<file path="src/rtl/logic_pkg.sv">
// Shared definitions for the two-requester logic/shift unit arbiter:
// opcode encodings and the control FSM state type.
package logic_pkg;

  localparam int W = 4;

  localparam logic [3:0] OP_AND        = 4'd0;
  localparam logic [3:0] OP_OR         = 4'd1;
  localparam logic [3:0] OP_XOR        = 4'd2;
  localparam logic [3:0] OP_ASR        = 4'd3;
  localparam logic [3:0] OP_ASL        = 4'd4;
  localparam logic [3:0] OP_LSR        = 4'd5;
  localparam logic [3:0] OP_LSL        = 4'd6;
  localparam logic [3:0] OP_NOT        = 4'd7;
  localparam logic [3:0] OP_ROR        = 4'd8;
  localparam logic [3:0] OP_ROL        = 4'd9;
  localparam logic [3:0] OP_LAST_LEGAL = 4'd9;

  typedef enum logic [1:0] {
    ST_IDLE = 2'd0,
    ST_EXEC = 2'd1,
    ST_RESP = 2'd2
  } state_t;

endpackage

</file>
<file path="src/rtl/logic_alu.sv">
// Combinational 4-bit logic/shift unit. Shifts use in2 as an unsigned
// amount; rotates use only in2[1:0]. Codes above the last legal one flag err.
module logic_alu
  import logic_pkg::*;
(
  input  logic [W-1:0] in1,
  input  logic [W-1:0] in2,
  input  logic [3:0]   sel,
  output logic [W-1:0] out,
  output logic         err
);

  logic [2*W-1:0] dbl_r;
  logic [2*W-1:0] dbl_l;
  logic           big_shift;

  // Rotating a doubled copy keeps every rotate amount a plain shift.
  assign dbl_r     = {in1, in1} >> in2[1:0];
  assign dbl_l     = {in1, in1} << in2[1:0];
  assign big_shift = (in2 > 4'd3);

  always_comb begin
    out = '0;
    err = 1'b0;
    case (sel)
      OP_AND: out = in1 & in2;
      OP_OR:  out = in1 | in2;
      OP_XOR: out = in1 ^ in2;
      OP_ASR: out = big_shift ? {W{in1[W-1]}} : W'($signed(in1) >>> in2);
      OP_ASL,
      OP_LSL: out = big_shift ? '0 : (in1 << in2);
      OP_LSR: out = big_shift ? '0 : (in1 >> in2);
      OP_NOT: out = ~in1;
      OP_ROR: out = dbl_r[W-1:0];
      OP_ROL: out = dbl_l[2*W-1:W];
      default: begin
        out = '0;
        err = 1'b1;
      end
    endcase
  end

endmodule

</file>
<file path="src/rtl/logic_arbiter.sv">
// Round-robin share of one logic unit between two requesters, with a
// registered execute stage and a single ID-tagged response channel.
module logic_arbiter
  import logic_pkg::*;
(
  input  logic         clk,
  input  logic         rst,
  input  logic [1:0]   req_valid,
  output logic [1:0]   req_ready,
  input  logic [W-1:0] req0_in1,
  input  logic [W-1:0] req0_in2,
  input  logic [3:0]   req0_sel,
  input  logic [W-1:0] req1_in1,
  input  logic [W-1:0] req1_in2,
  input  logic [3:0]   req1_sel,
  output logic         rsp_valid,
  input  logic         rsp_ready,
  output logic [W-1:0] rsp_data,
  output logic         rsp_id,
  output logic         rsp_err,
  output logic [1:0]   dbg_state
);

  // Handshakes: a transfer happens on a rising edge where valid && ready.
  // req_ready depends on req_valid combinationally; rsp_valid never
  // depends on rsp_ready and holds until the transfer (or reset).

  state_t       state_q, state_d;
  logic         ptr_q;
  logic [W-1:0] in1_q, in2_q;
  logic [3:0]   sel_q;
  logic         id_q;
  logic [W-1:0] rsp_data_q;
  logic         rsp_id_q, rsp_err_q;

  logic         grant_valid;
  logic         grant_id;
  logic [W-1:0] alu_out;
  logic         alu_err;

  // With both valid the pointer decides; otherwise the lone requester wins.
  assign grant_id    = (req_valid == 2'b11) ? ptr_q : req_valid[1];
  assign grant_valid = (state_q == ST_IDLE) && !rst && (|req_valid);

  always_comb begin
    state_d   = state_q;
    req_ready = 2'b00;
    case (state_q)
      ST_IDLE: begin
        if (grant_valid) begin
          req_ready = grant_id ? 2'b10 : 2'b01;
          state_d   = ST_EXEC;
        end
      end
      ST_EXEC: state_d = ST_RESP;
      ST_RESP: if (rsp_ready) state_d = ST_IDLE;
      default: state_d = ST_IDLE;
    endcase
  end

  always_ff @(posedge clk or posedge rst) begin
    if (rst) begin
      state_q    <= ST_IDLE;
      ptr_q      <= 1'b0;
      in1_q      <= '0;
      in2_q      <= '0;
      sel_q      <= '0;
      id_q       <= 1'b0;
      rsp_data_q <= '0;
      rsp_id_q   <= 1'b0;
      rsp_err_q  <= 1'b0;
    end else begin
      state_q <= state_d;
      if (grant_valid) begin
        in1_q <= grant_id ? req1_in1 : req0_in1;
        in2_q <= grant_id ? req1_in2 : req0_in2;
        sel_q <= grant_id ? req1_sel : req0_sel;
        id_q  <= grant_id;
        ptr_q <= ~grant_id;
      end
      if (state_q == ST_EXEC) begin
        rsp_data_q <= alu_out;
        rsp_err_q  <= alu_err;
        rsp_id_q   <= id_q;
      end
    end
  end

  logic_alu u_alu (
    .in1 (in1_q),
    .in2 (in2_q),
    .sel (sel_q),
    .out (alu_out),
    .err (alu_err)
  );

  assign rsp_valid = (state_q == ST_RESP);
  assign rsp_data  = rsp_data_q;
  assign rsp_id    = rsp_id_q;
  assign rsp_err   = rsp_err_q;
  assign dbg_state = state_q;

endmodule
</file>
<file path="config.mk">
export PLATFORM = sky130hd
export DESIGN_NAME = logic_arbiter
export DESIGN_NICKNAME = d
export VERILOG_FILES = /design/src/rtl/logic_pkg.sv /design/src/rtl/logic_alu.sv /design/src/rtl/logic_arbiter.sv
export SDC_FILE = /design/constraint.sdc
export NUM_CORES = 1
export LEC_CHECK = 0
export BUFFER_PORTS_ARGS = -buffer_cell sky130_fd_sc_hd__buf_4
export CORE_ASPECT_RATIO = 1.25
export CORE_MARGIN = 10
export CORE_UTILIZATION = 59
export CTS_CLUSTER_DIAMETER = 150
export DETAILED_ROUTE_END_ITERATION = 8
export GPL_TIMING_DRIVEN = 0
export MAX_ROUTING_LAYER = met4
export PLACE_DENSITY_LB_ADDON = 0.25
export SLEW_MARGIN = 40
export SYNTH_ARGS = -nofsm -noshare
export SYNTH_HDL_FRONTEND = slang
export SYNTH_SLANG_ARGS = --single-unit
export TNS_END_PERCENT = 5
</file>
<file path="constraint.sdc">
create_clock -name clk -period 2.9 [get_ports clk]
set_input_delay 0.725 -clock clk [delete_from_list [all_inputs] [get_ports clk]]
set_output_delay 0.725 -clock clk [all_outputs]
set_load 0.02 [all_outputs]
</file>
Yosys cells after proc, flatten, opt, wreduce, memory -nomap -nowiden
Cells that the tools add are included.

Logic and storage cells: 58. Register bits: 22. Bits of input ports: 29. Output and inout bits: 11.

Equal/unequal tests: 14. $lt $le $gt $ge: 1. Reduce and logical (&&, ||, !) cells: 9. Shift operators: 5. Bitwise gates (word level): 5. Mux-type cells: 15.

Operator list (number): $pmux W4 S9 (1); $mux W4 (6); $eq A4 B3 Y1 const B (4); $mux W2 (5); $reduce_or A10 Y1 (1); $eq A4 B2 Y1 const B (2); $eq A4 B4 Y1 const B (2); $shl A8 B2 Y8 (1); $shr A8 B2 Y4 (1); $pmux W2 S3 (1); $and A4 B4 Y4 (1); $eq A2 B2 Y1 const B (2); $eq A4 B1 Y1 const B (1); $gt A4 B2 Y1 const B (1); $logic_not A4 Y1 (1); $not A4 Y4 (1); $or A4 B4 Y4 (1); $reduce_or A2 Y1 (2); $shl A4 B4 Y4 (1); $shr A4 B4 Y4 (1); $sshr A4 B4 Y4 (1); $xor A4 B4 Y4 (1); $eq A2 B1 Y1 const B (1); $logic_and A1 B1 Y1 (2); other kinds (7) (8).

Depth between registers and ports, before layout
Word-level depth: 5. Gate-level depth with buffers: 8. Depth with buffers taken out: 7.

Modules after synthesis
Synthesis repeated with hierarchy kept, for this count alone.

Cells, all modules: 195. Area total of the unflattened synthesis: 1814.2 µm².

Modules (own cells, without submodules): logic_arbiter (cells an instance 74, instances 1, area an instance 972.2 µm²); logic_alu (cells an instance 121, instances 1, area an instance 842.1 µm²).

Worst setup path after synthesis
OpenSTA, ideal clock, no wires.

Path kind: input to output. Start point: input port rst. End point: output port req_ready[0]. Arrival: 1721 ps. Stages on the path: 4. Required time: 2175 ps. Slack: 454 ps. Cells stage by stage: or4_4 > inv_2 > buf_4 > and2_1.

Longest elaborated chain between the ends: 5.

RTL lines: from (decl) (line logic_arbiter.sv:7) `input logic rst,`; $logic_not A1 Y1 (no source line); $logic_and A1 B1 Y1 (2 in a row) (line logic_arbiter.sv:43) `assign grant_valid = (state_q == ST_IDLE) && !rst && (|req_valid);`; $mux W2 (line logic_arbiter.sv:50) `if (grant_valid) begin`; $mux W2 (line logic_arbiter.sv:48) `case (state_q)`; to (decl) (line logic_arbiter.sv:9) `output logic [1:0] req_ready,`.

Every way passes these cells.

Worst setup path after layout
Same ends and word-level chain as after synthesis.

==> impl_summary.md <==
Status
The run finished with clean final reports.

Clocking
The insertion delay of the later-clocked pin in the worst-skew pair is roughly 320 ps. In this run the number of H-tree levels came out at 1. The clock sink total is 22. The maximum buffer depth of the clock tree is 2. The number of gates resized after cts is 0. In this run the clock root is driven by a clkbuf_4. The number of CTS-inserted buffers is 3. The TritonCTS clock tree is built. Clock-pin slew was measured on the worst setup and hold paths at 120 ps. The count of hold-fix buffers inserted at cts is 0.

The number of setup buffers added after CTS is 0.

Synth
The share of the synthesized area in the top cell type is 30.2%. Synthesis handed over a netlist of 202 instances. In this run the mean area of a mapped cell was roughly 9 sq um. The post-synthesis sequential area ratio is a little under a third. The synthesized netlist occupies a cell area of between 0.0015 and 0.002 sq mm.

The proportion of synthesized flip-flops having asynchronous set or reset is 100%. Synthesis instantiated ~50 different standard cells from the library. Synthesis inferred 22 register bits. Synthesis produced a netlist with a net count of between 200 and 250. The dominant synthesized flop cell is dfrtp_1.

The yosys synthesis warning count is 0. By area the synthesized netlist is led by dfrtp_1 30%, mux2i_1 14%, ha_1 6.2%. Yosys mapped a number of flops with a built-in enable equal to 0. The largest area contributor in the netlist is dfrtp_1.

Timing
The number of pins with negative max-slew slack in the final report came to 0. Timing would allow up to 374 MHz. The final critical-path setup slack is roughly 220 ps. The worst relative slew slack is 69.4%. The final total negative setup slack is 0 ps. At the pin with the least slew margin, the transition time is about 460 ps. Across the routed clock network, the largest skew measured is roughly 1.7 ps.

The part of the cycle the worst path needs is 92.3%. The worst path needs between 2000 and 3000 ps of the cycle, external delays included. The final number of setup-violating endpoints is 0.

Setup repair after global routing left no endpoint under its margin. The number of hold-slack violations in the final timing report was 0.

Routing
The pre-antenna-repair detailed-routing pass consisted of 4 iterations. The post-route DRC violation count is 0. For this block, the initial DRC count from the detailed router was 141. The routed via count divided by cell count is 5.99.

The total via count after detailed routing is between 1,500 and 2,000. The wire length per cell after detailed routing is about 17 microns. For this block, the routed nets add up to 4.78 mm of wire.

The detail route stage leaves a number of antenna-violating nets equal to 0.

Min path
The min-delay analysis places its worst path in the category in -> async.

Floorplanning
Row generation in the floorplan step produced 22 rows. The overall die area is approximately 0.0057 sq mm. The floorplan step set the die width to 69.8 microns. The starting density of the core is 62.0%. Measured along the y axis, the die boundary spans just over 80 microns. The core region area is 0.00295 sq mm. The number of top-level pins is 40.

Placement
The count of buffers inserted at the top-level ports is 39. After legalization and detailed placement, the total HPWL measured approximately 3.7 mm. The worst slack after detailed placement is approximately 230 ps. The final RePlAce weighted congestion is 0.948.

The cell area after placement is roughly 0.0022 sq mm.

Setup path
Data arrives at the worst endpoint at 1950 ps. Traced cell by cell, the critical path runs through buf_4 > or4_4 > inv_2 > buf_4 > and2_1 > buf_4. The worst setup path is captured at a primary output. The most numerous cell type found on the critical path is buf_4. In this run the critical register-to-register path is launched from in2_q[0].

The worst setup path is launched from an input port. For this run, the slowest stage of the critical path takes around 500 ps. The worst endpoint required time is 2170 ps.

The largest individual stage delay along the critical path comes from the cell or4_4. The critical path starts at rst. The maximum fanout count along the critical path is 10. The number of cells on the worst reg-to-reg path is 8.

The kind of critical path is in -> out.

Finish
The synthesis-to-layout area growth is 21.4%. The share of post-route cells with drive strength above 1 is a little under a third. The final instance area is 0.00222 sq mm. The multi-input logic area is between 0.001 and 0.0015 sq mm. The repair_antennas step left the layout with diodes totalling 0. The register area is approximately 550 sq um.

In the layout the commonest cells are 41 x buf_4, 27 x nor2_1, 25 x mux2i_1, 22 x dfrtp_1, 20 x a21oi_1. Cells fill between 70 and 80% of the core in the end. The layout has about 220 filler cells. The library cell used most frequently in the layout, excluding fill and tap cells, is buf_4. The number of nets in the layout is roughly 280.

Global routing
The wire length of the first global-routing pass is about 8.1 mm. The total global-route track usage is 17.3%. The initial antenna violation count is 0. Entering global routing, the biggest net connects 23 pins.

Global routing finished with a remaining overflow of 0. The number of global-route vias before repair is 1,752.

Pwr
The total power per unit cell area is approximately 900 mW/mm^2. The total leakage power is 1.10 nW. The peak supply drop is ~0.65 mV.

Run
Max-cap violations in this run came to 0.
==> metrics by stage <==
stage	power, W	cells	hold slack, ps
2_1_floorplan	0.00142	202	446
3_3_place_gp	0.00170	277	457
3_5_place_dp	0.00174	277	487
4_1_cts	0.00198	281	515
5_1_grt	0.00215	281	435
6_report	0.00199	281	411
==> worst max-delay path: cells and delay by family <==
kind,cells,cell delay (ps)
buffers and inverters,4,600
and+or+nand+nor,2,620
==> kinds of logic after synthesis <==
family                   Yosys count  share of synthesized area [%]
adder cells (fa/ha/maj)            9                           6.17
AO/OA/AOI/OAI                     52                           18.5
buffers and inverters             29                           10.0
flip-flops                        22                           30.2
XOR/XNOR                           1                          0.480
AND/OR/NAND/NOR                   59                           17.7
multiplexers                      30                           17.0
==> worst paths after layout <==
path | slack (ps) | end
max | 220 | req_ready[0]
min reg2reg | 510 | id_q
max in group asynchronous | 2180 | rsp_data[3]
min | 410 | dbg_state[0]
max reg2reg | 820 | rsp_data[0]
min in group clk | 510 | id_q
==> layer usage <==
layer  track usage (%)  up-vias  share of wire [%]
li1                  -      807                  -
met1              19.1      803                 42
met2              31.6       59                 52
met3              1.55       13                2.8
met4              7.71        0                2.8
met5                 -        -                  0
==> report_power, final <==
part / switching, W / internal [W]
sequential: 0.000127 / 0.000416
combinational: 0.000663 / 0.000546
clock: 0.0000964 / 0.000140
total: 0.000886 / 0.00110
==> registers in the layout (all words and copies together), names as in the netlist <==
name       cells
rsp_data       4
in2_q          4
dbg_state      2
in1_q          4
rsp_id         1
rsp_err        1
sel_q          4
ptr_q          1
id_q           1
==> Yosys cell counts, types with 3 or more instances <==
master	n
a211oi_1	4
a21oi_1	20
a32oi_1	3
buf_2	5
buf_6	4
clkbuf_8	3
dfrtp_1	22
ha_1	9
inv_1	12
mux2_2	3
mux2i_1	25
nand2_1	5
nor2_1	27
nor2b_1	3
nor3b_1	3
o21ai_0	9
o221ai_1	3
==> area by class of cell <==
class	instances	share of cell area, %
clock inverter	1	1.36
timing repair buffer	39	13.2
sequential	22	24.8
inverter	14	2.37
multi-input combinational	151	49.3
tap	36	2.03
clock buffer	3	1.02
buffer	15	5.87
Note: power is estimated with default switching activity, not from simulation.
